<file path="src/rtl/noc_pkg.sv">
// Shared NoC definitions: flit/source-index types and router port numbering.
// No logic; constants only.
// Used by the merge arbiter, its interface and the round-robin picker.
package noc_pkg;

  localparam int FLIT_W    = 11;
  localparam int NUM_PORTS = 5;
  localparam int SRC_W     = 3;
  localparam int CNT_W     = 16;

  typedef logic [FLIT_W-1:0] flit_t;
  typedef logic [SRC_W-1:0]  src_t;

  // Requester numbering on the merge side of a router.
  localparam src_t PORT_N1   = 3'd0;
  localparam src_t PORT_N2   = 3'd1;
  localparam src_t PORT_N3   = 3'd2;
  localparam src_t PORT_N4   = 3'd3;
  localparam src_t PORT_CORE = 3'd4;

endpackage

</file>
<file path="src/rtl/big_merge_arbiter_if.sv">
// Handshake bundle between the split stage, the merge arbiter and the output link.
// Ports: in_valid/in_data/in_ready (N requesters), out_valid/out_data/out_src/out_ready.
// master = arbiter side, slave = upstream/downstream environment side.
interface big_merge_arbiter_if
  import noc_pkg::*;
#(
  parameter int N  = NUM_PORTS,
  parameter int W  = FLIT_W,
  parameter int SW = SRC_W
);

  logic [N-1:0]   in_valid;
  logic [N*W-1:0] in_data;
  logic [N-1:0]   in_ready;
  logic           out_valid;
  logic [W-1:0]   out_data;
  logic [SW-1:0]  out_src;
  logic           out_ready;

  modport master (
    input  in_valid, in_data, out_ready,
    output in_ready, out_valid, out_data, out_src
  );

  modport slave (
    output in_valid, in_data, out_ready,
    input  in_ready, out_valid, out_data, out_src
  );

endinterface

</file>
<file path="src/rtl/big_merge_arbiter_rr_pick.sv">
// Round-robin pick: first set request scanning upward from ptr+1 with wrap.
// Latency: purely combinational.
// Backpressure: none; the caller masks the grant when it cannot accept.
// Ports: req (N-bit requests), ptr (last winner), gnt (one-hot), idx (binary winner), any.
module rr_pick
  import noc_pkg::*;
#(
  parameter int N  = NUM_PORTS,
  parameter int SW = SRC_W
) (
  input  logic [N-1:0]  req,
  input  logic [SW-1:0] ptr,
  output logic [N-1:0]  gnt,
  output logic [SW-1:0] idx,
  output logic          any
);

  logic [SW-1:0] cand;

  // Walking offsets 1..N from ptr is the rotate / priority-encode / rotate-back
  // in one pass; the first hit wins and later hits are ignored.
  always_comb begin
    gnt  = '0;
    idx  = '0;
    any  = 1'b0;
    cand = '0;
    for (int k = 1; k <= N; k++) begin
      cand = SW'((int'(ptr) + k) % N);
      if (!any && req[cand]) begin
        any       = 1'b1;
        gnt[cand] = 1'b1;
        idx       = cand;
      end
    end
  end

endmodule

</file>
<file path="src/rtl/big_merge_arbiter.sv">
// Round-robin merge of N requesters onto one output link through a one-entry slot.
// Latency: 1 cycle from input handshake to out_valid; 1 flit/cycle when out_ready=1.
// Backpressure: no grant while the slot holds a flit and out_ready=0; held flit stays stable.
// Ports: CLK, RESET (sync, active-high), bus (master modport of big_merge_arbiter_if),
//        flit_count (accepted flits, wraps), busy (out_valid or any in_valid).
module big_merge_arbiter
  import noc_pkg::*;
#(
  parameter int N  = NUM_PORTS,
  parameter int W  = FLIT_W,
  parameter int SW = SRC_W,
  parameter int CW = CNT_W
) (
  input  logic                 CLK,
  input  logic                 RESET,
  big_merge_arbiter_if.master  bus,
  output logic [CW-1:0]        flit_count,
  output logic                 busy
);

  logic          out_valid_q;
  logic [W-1:0]  out_data_q;
  logic [SW-1:0] out_src_q;
  logic [CW-1:0] cnt_q;
  logic [SW-1:0] rr_ptr;

  logic [N-1:0]  pick_gnt;
  logic [SW-1:0] pick_idx;
  logic          pick_any;
  logic          slot_free;
  logic          grant;
  logic [W-1:0]  sel_data;

  rr_pick #(.N(N), .SW(SW)) u_pick (
    .req (bus.in_valid),
    .ptr (rr_ptr),
    .gnt (pick_gnt),
    .idx (pick_idx),
    .any (pick_any)
  );

  // Slot can take a new flit if empty or being drained this same cycle.
  assign slot_free = !out_valid_q || bus.out_ready;
  // No grant while RESET is high: the flit would be lost by the reset edge.
  assign grant     = slot_free && pick_any && !RESET;

  assign bus.in_ready  = grant ? pick_gnt : '0;
  assign bus.out_valid = out_valid_q;
  assign bus.out_data  = out_data_q;
  assign bus.out_src   = out_src_q;
  assign flit_count    = cnt_q;
  assign busy          = out_valid_q || (|bus.in_valid);

  always_comb begin
    sel_data = '0;
    for (int i = 0; i < N; i++) begin
      if (pick_idx == SW'(i)) begin
        sel_data = bus.in_data[i*W +: W];
      end
    end
  end

  always_ff @(posedge CLK) begin
    if (RESET) begin
      out_valid_q <= 1'b0;
      out_data_q  <= '0;
      out_src_q   <= '0;
      cnt_q       <= '0;
      rr_ptr      <= SW'(N-1);   // first scan after reset starts at requester 0
    end else if (grant) begin
      out_valid_q <= 1'b1;
      out_data_q  <= sel_data;
      out_src_q   <= pick_idx;
      rr_ptr      <= pick_idx;
      cnt_q       <= cnt_q + CW'(1);
    end else if (bus.out_ready) begin
      out_valid_q <= 1'b0;
    end
  end

endmodule

</file>
<file path="src/flat_wrapper.sv">
// flat-port wrapper written by rule: the top's interface ports become plain ports
module big_merge_arbiter_flat import noc_pkg::*;
#(
  parameter int N  = NUM_PORTS,
  parameter int W  = FLIT_W,
  parameter int SW = SRC_W,
  parameter int CW = CNT_W
)
  (CLK, RESET, flit_count, busy, bus_in_valid, bus_in_data, bus_out_ready, bus_in_ready, bus_out_valid, bus_out_data, bus_out_src);
  big_merge_arbiter_if #(.N(N), .W(W), .SW(SW)) bus_i ();
  input  logic CLK;
  input  logic RESET;
  output logic [CW-1:0] flit_count;
  output logic busy;
  input wire logic [$bits(bus_i.in_valid)-1:0] bus_in_valid;
  input wire logic [$bits(bus_i.in_data)-1:0] bus_in_data;
  input wire logic [$bits(bus_i.out_ready)-1:0] bus_out_ready;
  output wire logic [$bits(bus_i.in_ready)-1:0] bus_in_ready;
  output wire logic [$bits(bus_i.out_valid)-1:0] bus_out_valid;
  output wire logic [$bits(bus_i.out_data)-1:0] bus_out_data;
  output wire logic [$bits(bus_i.out_src)-1:0] bus_out_src;
  assign bus_i.in_valid = bus_in_valid;
  assign bus_i.in_data = bus_in_data;
  assign bus_i.out_ready = bus_out_ready;
  assign bus_in_ready = bus_i.in_ready;
  assign bus_out_valid = bus_i.out_valid;
  assign bus_out_data = bus_i.out_data;
  assign bus_out_src = bus_i.out_src;
  big_merge_arbiter #(.N(N), .W(W), .SW(SW), .CW(CW)) u_core (.CLK(CLK), .RESET(RESET), .bus(bus_i), .flit_count(flit_count), .busy(busy));
endmodule
</file>
<file path="config.mk">
export PLATFORM = sky130hd
export DESIGN_NAME = big_merge_arbiter_flat
export DESIGN_NICKNAME = d
export VERILOG_FILES = /design/src/rtl/noc_pkg.sv /design/src/rtl/big_merge_arbiter_if.sv /design/src/rtl/big_merge_arbiter_rr_pick.sv /design/src/rtl/big_merge_arbiter.sv /design/src/flat_wrapper.sv
export SDC_FILE = /design/constraint.sdc
export NUM_CORES = 1
export LEC_CHECK = 0
export BUFFER_PORTS_ARGS = -buffer_cell sky130_fd_sc_hd__buf_2
export CAP_MARGIN = 40
export CORE_ASPECT_RATIO = 1.75
export CORE_MARGIN = 5
export CORE_UTILIZATION = 35
export CTS_CLUSTER_SIZE = 14
export DETAILED_ROUTE_END_ITERATION = 8
export PLACE_DENSITY = 0.57
export SYNTH_ARGS = -nofsm -noshare
export SYNTH_HDL_FRONTEND = slang
export SYNTH_SLANG_ARGS = --single-unit
</file>
<file path="constraint.sdc">
create_clock -name CLK -period 5.9 [get_ports CLK]
set_clock_uncertainty 0.15 [all_clocks]
set_input_delay 0.295 -clock CLK [delete_from_list [all_inputs] [get_ports CLK]]
set_output_delay 0.295 -clock CLK [all_outputs]
set_load 0.01 [all_outputs]
</file>
==> results.json <==
{
  "synth.largest_area_cell": "dfxtp_1",
  "antenna_found_initial": 0,
  "numCtsBuffers": 5,
  "drive_gt1_share_pct": 27.1,
  "rows": 54,
  "antenna_left": 0,
  "syn_nets": 665,
  "core_area_sq_um": 12500,
  "fin_nets": 754,
  "io_pins": 100,
  "hold_viol": 0,
  "synth_cells": 574,
  "viasPerCell": 5.94,
  "worstReg2RegEnd": "u_core.bus.out_data[2]$_SDFFE_PP0P_",
  "clk_path_buf_depth": 2,
  "ctsRootBufferMaster": "clkbuf_16",
  "layout_min_cycle_time_ns": 5.52,
  "antennaDiodeCount": 0,
  "cts.sinks": 32,
  "rrSetupSlack_ns": 0.39,
  "start_kind": "flop",
  "yosys_warnings": 0,
  "synth_edf_count": 0,
  "start_util_pct": 35.6,
  "route.detailed.drc": 0,
  "cp.depth": 20,
  "ys_ff_latch": 32,
  "syn_avg_cell_area_sq_um": 7.75,
  "cp_slowest_cell": "a311oi_1",
  "place.gp.congestion": 0.944,
  "crit_path_max_incr_delay_ns": 0.52,
  "final_util_pct": 42.6,
  "drtIter0Drc": 405,
  "vias": 4939,
  "io_buffer_count": 99,
  "path_clk_slew_ns": 0.06,
  "worst_pin_slew_ns": 0.914,
  "maxSlewHeadroom_pct": 39.1,
  "routed_wl_microns": 15300,
  "dieHeight_microns": 159,
  "ys_async_sr_fraction_pct": 0,
  "path_class": "reg -> out",
  "maxSlewViolCount": 0,
  "fin_crit_sh_pct": 93.5,
  "ys.flop_type": "dfxtp_1",
  "final_common_cell": "buf_2",
  "grt_pass1_vias": 5010,
  "setup.worst_path.end": "bus_in_ready[0]",
  "preCtsSetupSlack_ns": 0.348,
  "clk_latency_ns": 0.28,
  "cp_cell_sequence": "ha_1 -> xnor2_4 -> inv_4 -> ha_1 -> nor3_1 -> o22ai_1 -> xnor2_1 -> inv_1 -> ha_1 -> nand2b_1 -> a32oi_2 -> mux2i_1 -> buf_4 -> nand4_1 -> a311oi_1 -> nand4_1 -> a21oi_1 -> nor3_1 -> nor2_1 -> buf_2",
  "outcome": "completed",
  "layout_common_cells": "buf_2, nand2_1, nor2_1",
  "grt.total_usage_pct": 19.9,
  "hold_class": "in -> reg",
  "setup_viol": 0,
  "die_w_microns": 95.2,
  "synthTopCellsByArea": "dfxtp_1, ha_1, o2111ai_1",
  "cp_top_family": "compound AO/OA/AOI/OAI gates",
  "syn_area_sq_um": 4450,
  "crit_buf_inv": 4,
  "rsz0062_at_grt": "true",
  "critPathRequiredTime_ns": 5.45,
  "seq_area_frac_synth_pct": 14.4,
  "cts-htree-levels": 2,
  "setup_ws_ns": 0.382,
  "dieArea_sq_um": 15100,
  "worstPathMaxFanout": 11,
  "drv_cap": 0,
  "cpMostUsedCell": "ha_1",
  "post-dp-hpwl_microns": 12400,
  "critPathCaptureType": "output port",
  "dr.pass1.iters": 5,
  "overflow": 0,
  "wl_per_cell_microns": 18.4,
  "area_growth_pct": 19.8,
  "grt_max_degree": 33,
  "grt_pass1_wl_microns": 24400,
  "crit_arrival_ns": 5.07,
  "reg2reg_depth": 19,
  "r2r-start": "u_core.rr_ptr[0]$_SDFFE_PP0P_",
  "startpoint": "u_core.rr_ptr[0]$_SDFFE_PP0P_",
  "synth_cell_types": 90,
  "fmax_mhz": 181,
  "cts_tree": "built",
  "synth_top_area_share_pct": 14.4
}
## registers in the layout, summed over array words and instances (netlist names)
signal,flops
u_core.rr_ptr,3
u_core.bus.out_src,1
u_core.flit_count,16
u_core.bus.out_data,11
u_core.bus.out_valid,1
## worst register-to-register path: stages (launching register included)
cell	delay [ns]
dfxtp_1	0.32
ha_1	0.38
xnor2_4	0.41
inv_4	0.13
ha_1	0.31
nor3_1	0.27
o22ai_1	0.20
xnor2_1	0.28
inv_1	0.10
ha_1	0.18
nand2b_1	0.15
a32oi_2	0.33
mux2i_1	0.23
buf_4	0.16
nand4_1	0.12
a311oi_1	0.52
a21oi_1	0.40
o2111ai_1	0.33
o2111ai_1	0.18
a32o_1	0.24
## worst min-delay path by stage
stage / end / cells past startpoint / slack [ns] / startpoint
floorplan: u_core.flit_count[15]$_SDFFE_PP0P_ / 2 / 0.35 / u_core.flit_count[15]$_SDFFE_PP0P_
global placement: u_core.bus.out_data[9]$_SDFFE_PP0P_ / 1 / 0.30 / u_core.bus.out_data[9]$_SDFFE_PP0P_
finish: u_core.bus.out_data[6]$_SDFFE_PP0P_ / 3 / 0.21 / bus_in_data[28]
CTS: u_core.bus.out_data[6]$_SDFFE_PP0P_ / 3 / 0.20 / bus_in_data[28]
global route: u_core.bus.out_data[9]$_SDFFE_PP0P_ / 3 / 0.22 / bus_in_data[31]
detailed placement: u_core.bus.out_data[8]$_SDFFE_PP0P_ / 1 / 0.30 / u_core.bus.out_data[8]$_SDFFE_PP0P_
## layer usage
metal | routed length [microns] | track usage (%)
met4 | 852 | 11.0
met5 | 0 | 0
met1 | 5610 | 20.8
met2 | 8190 | 37.1
met3 | 616 | 2.22
## synth_stat cells (11+ instances only)
cell and count:
nand2_1 45, nand2b_1 22, inv_1 36, ha_1 27
buf_2 15, and3_1 12, nand4_1 11, a32o_1 11
o31ai_1 24, o21ai_0 11, dfxtp_1 32, clkbuf_1 23
nor2_1 36, a211oi_1 19, nor3_1 12, o2111ai_1 24
a21oi_1 35
## area by class of cell
cell class / count / area, sq um
Clock inverter: 3 / 18.8
Timing Repair Buffer: 124 / 687
Clock buffer: 5 / 125
Inverter: 37 / 145
Tap cell: 168 / 210
Fill cell: 1318 / 7170
Sequential cell: 32 / 642
Multi-Input combinational cell: 463 / 3500
## stage by stage
step | setup TNS [ns] | instances | area [sq um] | hold slack, ns
2_1_floorplan | 0 | 574 | 4450 | 0.346
3_3_place_gp | 0 | 821 | 5120 | 0.300
3_5_place_dp | 0 | 821 | 5120 | 0.304
4_1_cts | 0 | 829 | 5260 | 0.196
5_1_grt | -0.00917 | 832 | 5330 | 0.224
6_report | 0 | 832 | 5330 | 0.205
## cell families (layout without fill, tap and decap cells)
| group | Yosys count | in the layout | synth area share [%] |
|---|---|---|---|
| compound gates | 202 | 202 | 36.4 |
| xor+xnor | 14 | 14 | 4.11 |
| fa+ha+maj | 28 | 28 | 8.05 |
| buf+inv | 79 | 169 | 7.65 |
| flops | 32 | 32 | 14.4 |
| mux | 18 | 18 | 4.53 |
| simple gates | 201 | 201 | 24.8 |
## timing repair
action                                  in CTS  in global routing
gates resized for setup                      0                  9
buffers inserted                             0                  3
endpoints found under the hold margin        0                  0
endpoints found under the setup margin       0                 28
hold buffers                                 0                  0
Power is not shown: default switching activity piles up to over one toggle a cycle in this logic, so the estimate is an artifact.
